File: config.mk
export PLATFORM = sky130hd
export DESIGN_NAME = sram_serial_loader
export DESIGN_NICKNAME = d
export VERILOG_FILES = /design/src/rtl/sram_serial_loader.sv
export SDC_FILE = /design/constraint.sdc
export NUM_CORES = 1
export LEC_CHECK = 0
export CORE_ASPECT_RATIO = 0.7
export CORE_MARGIN = 5
export CORE_UTILIZATION = 45
export DETAILED_ROUTE_END_ITERATION = 8
export PLACE_DENSITY = 0.69
export SLEW_MARGIN = 20
export SYNTH_ARGS = -nofsm -noshare
export SYNTH_HDL_FRONTEND = slang
export SYNTH_SLANG_ARGS = --single-unit
File: constraint.sdc
create_clock -name CLK -period 2.07 [get_ports CLK]
set_input_delay 0.621 -clock CLK [delete_from_list [all_inputs] [get_ports CLK]]
set_output_delay 0.621 -clock CLK [all_outputs]
set_load 0.01 [all_outputs]
File: src/rtl/sram_serial_loader.sv
`default_nettype none
// ============================================================================
// Module   : sram_serial_loader
// Brief    : Bit-serial frame to SRAM write-strobe bridge with serial read-back.
// Revision : 1.0 - initial release
// ============================================================================
module sram_serial_loader #(
  parameter int MEMORY_DATA_WIDTH = 8,
  parameter int MEMORY_ADDR_WIDTH = 10
) (
  input  logic                         CLK,
  input  logic                         RST,
  input  logic                         BGN,
  input  logic [1:0]                   MODE,
  input  logic                         SI,
  output logic                         SO,
  output logic                         RDY,
  output logic                         DONE,
  output logic                         CEN,
  output logic                         WEN,
  output logic [MEMORY_ADDR_WIDTH-1:0] A,
  output logic [MEMORY_DATA_WIDTH-1:0] D,
  input  logic [MEMORY_DATA_WIDTH-1:0] Q
);

  localparam int AW = MEMORY_ADDR_WIDTH;
  localparam int DW = MEMORY_DATA_WIDTH;

  localparam logic [2:0] S_IDLE   = 3'd0;
  localparam logic [2:0] S_ADDR   = 3'd1;
  localparam logic [2:0] S_CNT    = 3'd2;
  localparam logic [2:0] S_WDATA  = 3'd3;
  localparam logic [2:0] S_RREQ   = 3'd4;
  localparam logic [2:0] S_RLOAD  = 3'd5;
  localparam logic [2:0] S_RSHIFT = 3'd6;
  localparam logic [2:0] S_FIN    = 3'd7;

  localparam logic [3:0]    LAST_ABIT = 4'(AW - 1);
  localparam logic [3:0]    LAST_DBIT = 4'(DW - 1);
  localparam logic [AW-1:0] ONE_A     = AW'(1);

  logic [2:0]    state_q, state_d;
  logic          rd_mode_q, rd_mode_d;
  logic [3:0]    bit_cnt_q, bit_cnt_d;
  logic [AW-1:0] addr_q, addr_d;
  logic [AW-1:0] cnt_q, cnt_d;
  logic [AW-1:0] a_q, a_d;
  logic [DW-1:0] sreg_q, sreg_d;
  logic [DW-1:0] d_q, d_d;
  logic          strobe_q, strobe_d;
  logic          cen_q, cen_d;
  logic          wen_q, wen_d;

  logic field_done;
  logic byte_done;
  logic cnt_zero;
  logic write_end;

  assign field_done = (bit_cnt_q == LAST_ABIT);
  assign byte_done  = (bit_cnt_q == LAST_DBIT);
  assign cnt_zero   = (cnt_q == '0);
  // Strobe cycle of the final byte: no further payload bits are taken.
  assign write_end  = strobe_q && cnt_zero;

  always_ff @(posedge CLK or posedge RST) begin
    if (RST) begin
      state_q <= S_IDLE;
    end else begin
      state_q <= state_d;
    end
  end

  always_comb begin
    state_d = state_q;
    case (state_q)
      S_IDLE:   if (BGN) state_d = (MODE == 2'b01 || MODE == 2'b10) ? S_ADDR : S_FIN;
      S_ADDR:   if (field_done) state_d = S_CNT;
      S_CNT:    if (field_done) state_d = rd_mode_q ? S_RREQ : S_WDATA;
      S_WDATA:  if (write_end) state_d = S_FIN;
      S_RREQ:   state_d = S_RLOAD;
      S_RLOAD:  state_d = S_RSHIFT;
      S_RSHIFT: if (byte_done) state_d = cnt_zero ? S_FIN : S_RREQ;
      S_FIN:    state_d = S_IDLE;
      default:  state_d = S_IDLE;
    endcase
  end

  always_comb begin
    RDY  = (state_q == S_IDLE);
    DONE = (state_q == S_FIN);
    SO   = (state_q == S_RSHIFT) ? sreg_q[DW-1] : 1'b0;
    CEN  = cen_q;
    WEN  = wen_q;
    A    = a_q;
    D    = d_q;
  end

  always_comb begin
    rd_mode_d = rd_mode_q;
    bit_cnt_d = bit_cnt_q;
    addr_d    = addr_q;
    cnt_d     = cnt_q;
    a_d       = a_q;
    sreg_d    = sreg_q;
    d_d       = d_q;
    strobe_d  = 1'b0;
    cen_d     = 1'b1;
    wen_d     = 1'b1;
    case (state_q)
      S_IDLE: begin
        bit_cnt_d = '0;
        addr_d    = '0;
        cnt_d     = '0;
        sreg_d    = '0;
        if (BGN) rd_mode_d = (MODE == 2'b10);
      end
      S_ADDR: begin
        addr_d    = {addr_q[AW-2:0], SI};
        bit_cnt_d = field_done ? 4'd0 : bit_cnt_q + 4'd1;
      end
      S_CNT: begin
        cnt_d     = {cnt_q[AW-2:0], SI};
        bit_cnt_d = field_done ? 4'd0 : bit_cnt_q + 4'd1;
        if (field_done && rd_mode_q) begin
          cen_d = 1'b0;
          a_d   = addr_q;
        end
      end
      S_WDATA: begin
        if (!write_end) begin
          sreg_d    = {sreg_q[DW-2:0], SI};
          bit_cnt_d = byte_done ? 4'd0 : bit_cnt_q + 4'd1;
          if (strobe_q) begin
            addr_d = addr_q + ONE_A;
            cnt_d  = cnt_q - ONE_A;
          end
          if (byte_done) begin
            d_d      = {sreg_q[DW-2:0], SI};
            a_d      = addr_q;
            cen_d    = 1'b0;
            wen_d    = 1'b0;
            strobe_d = 1'b1;
          end
        end
      end
      S_RLOAD: begin
        sreg_d    = Q;
        bit_cnt_d = '0;
      end
      S_RSHIFT: begin
        sreg_d    = {sreg_q[DW-2:0], 1'b0};
        bit_cnt_d = byte_done ? 4'd0 : bit_cnt_q + 4'd1;
        if (byte_done && !cnt_zero) begin
          addr_d = addr_q + ONE_A;
          cnt_d  = cnt_q - ONE_A;
          cen_d  = 1'b0;
          a_d    = addr_q + ONE_A;
        end
      end
      default: begin
      end
    endcase
  end

  always_ff @(posedge CLK or posedge RST) begin
    if (RST) begin
      rd_mode_q <= 1'b0;
      bit_cnt_q <= '0;
      addr_q    <= '0;
      cnt_q     <= '0;
      a_q       <= '0;
      sreg_q    <= '0;
      d_q       <= '0;
      strobe_q  <= 1'b0;
      cen_q     <= 1'b1;
      wen_q     <= 1'b1;
    end else begin
      rd_mode_q <= rd_mode_d;
      bit_cnt_q <= bit_cnt_d;
      addr_q    <= addr_d;
      cnt_q     <= cnt_d;
      a_q       <= a_d;
      sreg_q    <= sreg_d;
      d_q       <= d_d;
      strobe_q  <= strobe_d;
      cen_q     <= cen_d;
      wen_q     <= wen_d;
    end
  end

endmodule
`default_nettype wire

==> results of run 1 <==
[per-stage QoR]
| step | power [W] | TNS [ps] | instances | util, % | cell area (um2) |
|---|---|---|---|---|---|
| 5_1_grt | 0.00693 | -653 | 521 | 59.1 | 4290 |
| 4_1_cts | 0.00633 | -16.6 | 521 | 58.5 | 4240 |
| 2_1_floorplan | 0.00394 | 0 | 355 | - | 3340 |
| 3_3_place_gp | 0.00514 | 0 | 502 | 55.4 | 4020 |
| 3_5_place_dp | 0.00521 | -76.7 | 502 | 55.4 | 4020 |
| 6_report | 0.00644 | -2.93 | 521 | 59.1 | 4290 |
[what timing repair did]
| item | CTS | global route |
|---|---|---|
| setup buffers | 3 | 0 |
| endpoints found under the hold margin | 0 | 0 |
| resized for setup | 9 | 16 |
| setup endpoints to repair | 12 | 26 |
| pin swaps | 0 | 1 |
[worst max path at each step]
stage              from  endpoint  slack (ps)  cells past startpoint
2_1_floorplan  cnt_q[0]      A[0]           8                      8
3_3_place_gp   cnt_q[1]  cnt_q[3]          60                      8
3_5_place_dp   cnt_q[1]  cnt_q[8]         -20                      8
4_1_cts        cnt_q[1]      A[1]         -10                      8
5_1_grt        cnt_q[1]      A[0]         -70                      8
6_report       cnt_q[1]      A[1]          -3                      8
[synth_stat cells (2+ instances only)]
cell type,n,area (um2)
nand2b_1,5,31.3
nand3_1,4,20.0
buf_2,8,40.0
xnor2_1,7,61.3
clkbuf_1,10,37.5
and3_1,5,31.3
nand2_1,40,150
xor2_1,5,43.8
dfrtp_1,55,1380
mux2i_1,6,60.1
ha_1,5,62.6
nor4_1,2,12.5
buf_1,2,7.51
inv_1,18,67.6
or2_2,2,12.5
a22oi_1,11,82.6
a41oi_1,2,17.5
or3_1,3,18.8
nor3_1,10,50.1
o22ai_1,10,62.6
o21ai_0,22,110
a2111oi_0,2,17.5
a21o_1,2,15.0
o211ai_1,4,30.0
o211a_1,2,20.0
nor2_1,22,82.6
a21oi_1,21,105
o31ai_1,4,30.0
nor2b_1,5,31.3
and3b_1,3,26.3
a31oi_1,4,25.0
a211oi_1,2,15.0
nand4_1,2,12.5
dfstp_2,2,52.6
mux2_2,24,270
and2_1,2,12.5
[kinds of logic (layout without fill, tap and decap cells)]
kind of cell,after synthesis,after routing,share of synthesized area (%)
AO/OA/AOI/OAI,97,97,19.2
XOR/XNOR,12,12,3.16
adder cells (fa/ha/maj),5,5,1.88
buffers and inverters,40,108,5.07
flip-flops,57,57,42.9
multiplexers,30,30,9.92
AND/OR/NAND/NOR,114,114,17.9
[sequential cells by signal, indices dropped and copies added (netlist names)]
| register | count |
|---|---|
| A | 10 |
| CEN | 1 |
| D | 8 |
| WEN | 1 |
| addr_q | 10 |
| bit_cnt_q | 4 |
| cnt_q | 10 |
| rd_mode_q | 1 |
| sreg_q | 8 |
| state_q | 3 |
| strobe_q | 1 |
[routing by layer]
metal  GRT usage (%)  part of all wire, %  wire length, um
met1            25.9                   49             3910
met2            25.8                   43             3390
met4            6.84                  1.9              154
met5               0                    0                0
met3            4.57                  6.0              476
[final cells by class]
cell class | count | area (um2) | area share (%)
timing repair buffer | 74 | 672 | 15.7
tap | 98 | 123 | 2.86
clock buffer | 11 | 141 | 3.30
inverter | 18 | 67.6 | 1.58
multi-input combinational | 258 | 1800 | 42.0
clock inverter | 5 | 55.1 | 1.28
sequential | 57 | 1430 | 33.4
[power breakdown]
group,switching [W],internal (W)
logic,0.00201,0.00171
clock network,0.000452,0.000584
registers,0.000250,0.00143
total,0.00272,0.00373
[worst register-to-register path, cell delays in order (launching register included)]
cell,delay [ps]
dfrtp_1,360
inv_2,50
ha_2,180
nor2b_4,150
a311oi_2,280
nand2b_4,190
nor4b_4,240
buf_12,180
mux2_2,340
==> run metrics, run 1 <==
num rows 26; leakage 1.90 nW; FF-to-FF Start cnt_q[1]; Reg2Reg Depth 8; Power Density 1500 nW/um2; CTS tree done; Worst Path Max Fanout 11; number of enable flip-flop cells after synthesis 0; final WL 7920 um; Fin. Hold Viols 0; number of diodes 0; maximum clock insertion buffer count 2; Critical Path AT 2300 ps; Gate Count Post-Synth 355; share of cells above drive strength 1 24.8%; Routed Antenna Nets 0; r2r endpoint A[1]; detailed router's first-iteration violation count 165; WL per Instance 15.2 um; Final Critical Period 2070 ps; initial cell density of the core 45.9%; Max Clk Rate 482 MHz; number of global-route vias before repair 2696; Num CTS Buffers 9; Detail Placement HPWL 5570 um; worst hold slack 499 ps; hold-critical path depth 2; sequential share of the synthesized area 42.9%; commonest non-fill, non-tap cell in the layout dfrtp_1; Die H 82.0 um; FILL cells 633; root buffer cell clkbuf_8; Mean Syn Cell Area 9.38 um2; Die W 113 um; Reg2Reg Setup Slack -3 ps; max cap viols 0; clock transition at the registers of the reported paths 70 ps; DR pass1 iterations 4; Area Overhead vs Synth 28.8%; FF+latch count, synth 57; commonest non-fill, non-tap cells in the layout 54 x dfrtp_1, 39 x nand2_1, 35 x buf_4; skew final 3.99 ps; Hold Path Class reg -> reg; status complete, but fails checks; pin count of the biggest net entering global routing 58; slowest stage cell, crit path dfrtp_1; Worst setup SP type register; Avg Vias per Cell 5.49; Crit Path Class reg -> reg; Ys Warns 0; via count 2858; # IOs 37; CTS H-tree lvls 3; violated checks negative setup slack; input/output buffers 36; VDD IR max 655 uV; Placement Setup Slack -20.4 ps; gr ovfl total 0; worst path cell trace inv_2 -> ha_2 -> nor2b_4 -> a311oi_2 -> nand2b_4 -> nor4b_4 -> buf_12 -> mux2_2; period utilization 100%; post-synth cell types 58; Final WS setup -2.93 ps; Async SR Flop Fraction 100%; CTS Sinks 57; later-pin clock latency in the skew report 340 ps; CP top delay family simple AND/OR/NAND/NOR gates; Main synth FF type dfrtp_1; core area 7250 um2; hold_buf cts 0; first-pass GRT wire length 13200 um; DRC 0; final setup fails 1; worst-margin pin slew 480 ps; initial antenna violation count 0; Die ar. 9250 um2; unrepaired setup endpoints after global routing yes; Worst EP required 2290 ps; GRT Overall Usage 17.9%; syn nets 374; CP endpoint kind register; GPL Wtd Cong 0.886; biggest cell delay along the critical path 360 ps; Netlist Area Pre-Place 3330 um2; min-delay src sreg_q[7]; WHS Endpoint sreg_q[7]; Slew headroom 67.9%; Critical path buffers and inverters 2; nets 437; Pins Over Slew Limit 0
No activity file was read; power rests on OpenSTA's default activity.
==> run 2: changes to the inputs <==
--- a/config.mk
+++ b/config.mk
@@ -10,6 +10,7 @@
 export CORE_UTILIZATION = 45
 export DETAILED_ROUTE_END_ITERATION = 8
 export PLACE_DENSITY = 0.69
+export REMOVE_ABC_BUFFERS = 1
 export SLEW_MARGIN = 20
 export SYNTH_ARGS = -nofsm -noshare
 export SYNTH_HDL_FRONTEND = slang
==> run metrics, run 2 (synthesis results as in run 1) <==
clock transition at the registers of the reported paths 70 ps; Die ar. 9250 um2; biggest cell delay along the critical path 380 ps; Sw Share 42.8%; Slew headroom 64.6%; final setup fails 4; skew final 5.79 ps; Num CTS Buffers 9; later-pin clock latency in the skew report 340 ps; Clock power frac 13.9%; cell-internal power 0.00397 W; Die W 113 um; Flop pwr share 24.9%; GRT Overall Usage 19.9%; Max Clk Rate 475 MHz; Die H 82.0 um; Detail Placement HPWL 5870 um; detailed router's first-iteration violation count 249; Fin. Hold Viols 0; GPL Wtd Cong 0.891; Pins Over Slew Limit 0; worst hold slack 504 ps; maximum clock insertion buffer count 2; Final WS setup -36.2 ps; Power Density 1530 nW/um2; gr ovfl total 0; Hold Path Class reg -> reg; TNS Setup -141 ps; Area Overhead vs Synth 36.2%; initial antenna violation count 0; worst-margin pin slew 528 ps; first-pass GRT wire length 14500 um; Logic pwr share 61.1%; placed cells 509; share of cells above drive strength 1 29.9%; core area 7250 um2; # IOs 37; max cap viols 0; VDD IR max 644 uV; leakage 2.04 nW; slowest stage cell, crit path dfrtp_1; Avg Vias per Cell 5.61; number of global-route vias before repair 2991; CTS H-tree lvls 3; via count 3031; Worst EP required 2300 ps; commonest non-fill, non-tap cells in the layout 54 x dfrtp_1, 50 x buf_4, 38 x nand2_1; Final Critical Period 2110 ps; Worst setup SP type register; root buffer cell clkbuf_8; commonest non-fill, non-tap cell in the layout dfrtp_1; CTS tree done; CP endpoint kind register; pin count of the biggest net entering global routing 33; period utilization 102%; initial cell density of the core 45.9%; post-layout util 62.5%; violated checks negative setup slack; final WL 8550 um; Placement Setup Slack -162 ps; CTS Sinks 57; status complete, but fails checks; Crit Path Class reg -> reg; number of diodes 0; num rows 26; worst path cell trace ha_2 -> nand2_2 -> a311oi_4 -> nand2b_4 -> nor4b_4 -> buf_4 -> clkbuf_16 -> mux2_4; WL per Instance 15.8 um; Critical Path AT 2340 ps; nets 456; unrepaired setup endpoints after global routing yes; DR pass1 iterations 5; FILL cells 600; P_sw 0.00296 W; DRC 0; Worst Path Max Fanout 5; Routed Antenna Nets 0; input/output buffers 36; Non-Filler Instances 540
==> run 2: final cells by class <==
cell class                      count  area [um2]  share of cell area [%]
Multi-Input combinational cell    258        1890                    41.7
Clock inverter                      5        30.0                   0.662
Inverter                           18        67.6                    1.49
Sequential cell                    57        1430                    31.5
Timing Repair Buffer               93         842                    18.6
Clock buffer                       11         151                    3.34
Tap cell                           98         123                    2.70
==> run 2: per-layer routing <==
metal | share of wire [%] | vias up | track usage [%]
met5 | 0 | - | 0
met4 | 1.6 | 0 | 5.76
met3 | 5.4 | 17 | 5.23
met2 | 47 | 88 | 33.3
met1 | 46 | 1480 | 25.6
li1 | - | 1446 | -
==> run 2: stage by stage <==
step | area (um2) | power [W]
finish | 4530 | 0.00693
global route | 4530 | 0.00744
CTS | 4430 | 0.00665
detailed placement | 4050 | 0.00520
global placement | 4050 | 0.00510
floorplan | 3230 | 0.00375
==> run 2: power by group through the flow <==
stage	sequential [W]	clock (W)	combinational, W
floorplan	0.00181	0	0.00194
global placement	0.00172	0	0.00338
detailed placement	0.00173	0	0.00347
CTS	0.00173	0.000990	0.00393
global route	0.00177	0.00106	0.00462
finish	0.00173	0.000967	0.00424
==> run 2: worst max-delay path, delay by kind of cell, from the launching register on <==
family                   cells  cell delay (ps)
multiplexers                 1              290
AND/OR/NAND/NOR              3              480
adder cells (fa/ha/maj)      1              230
flip-flops                   1              380
buffers and inverters        2              320
AO/OA/AOI/OAI                1              300
==> run 2: timing repair <==
| item | 4_1_cts | 5_1_grt |
|---|---|---|
| hold endpoints to repair | 0 | 0 |
| hold buffers | 0 | 0 |
| setup endpoints to repair | 40 | 41 |
| gates resized for setup | 37 | 15 |
| pin swaps | 1 | 7 |
| setup buffers | 5 | 10 |
| gates cloned | 1 | 0 |
==> run 2: final timing paths <==
check	start	to	slack, ps	cells past startpoint
worst max-delay path	bit_cnt_q[1]	A[9]	-40	8
worst min-delay path	D[6]	D[6]	500	1
worst max register to register	bit_cnt_q[1]	A[9]	-40	8
worst min register to register	D[6]	D[6]	500	1
max in group asynchronous	RST	CEN	970	3
min in group asynchronous	RST	A[7]	560	2
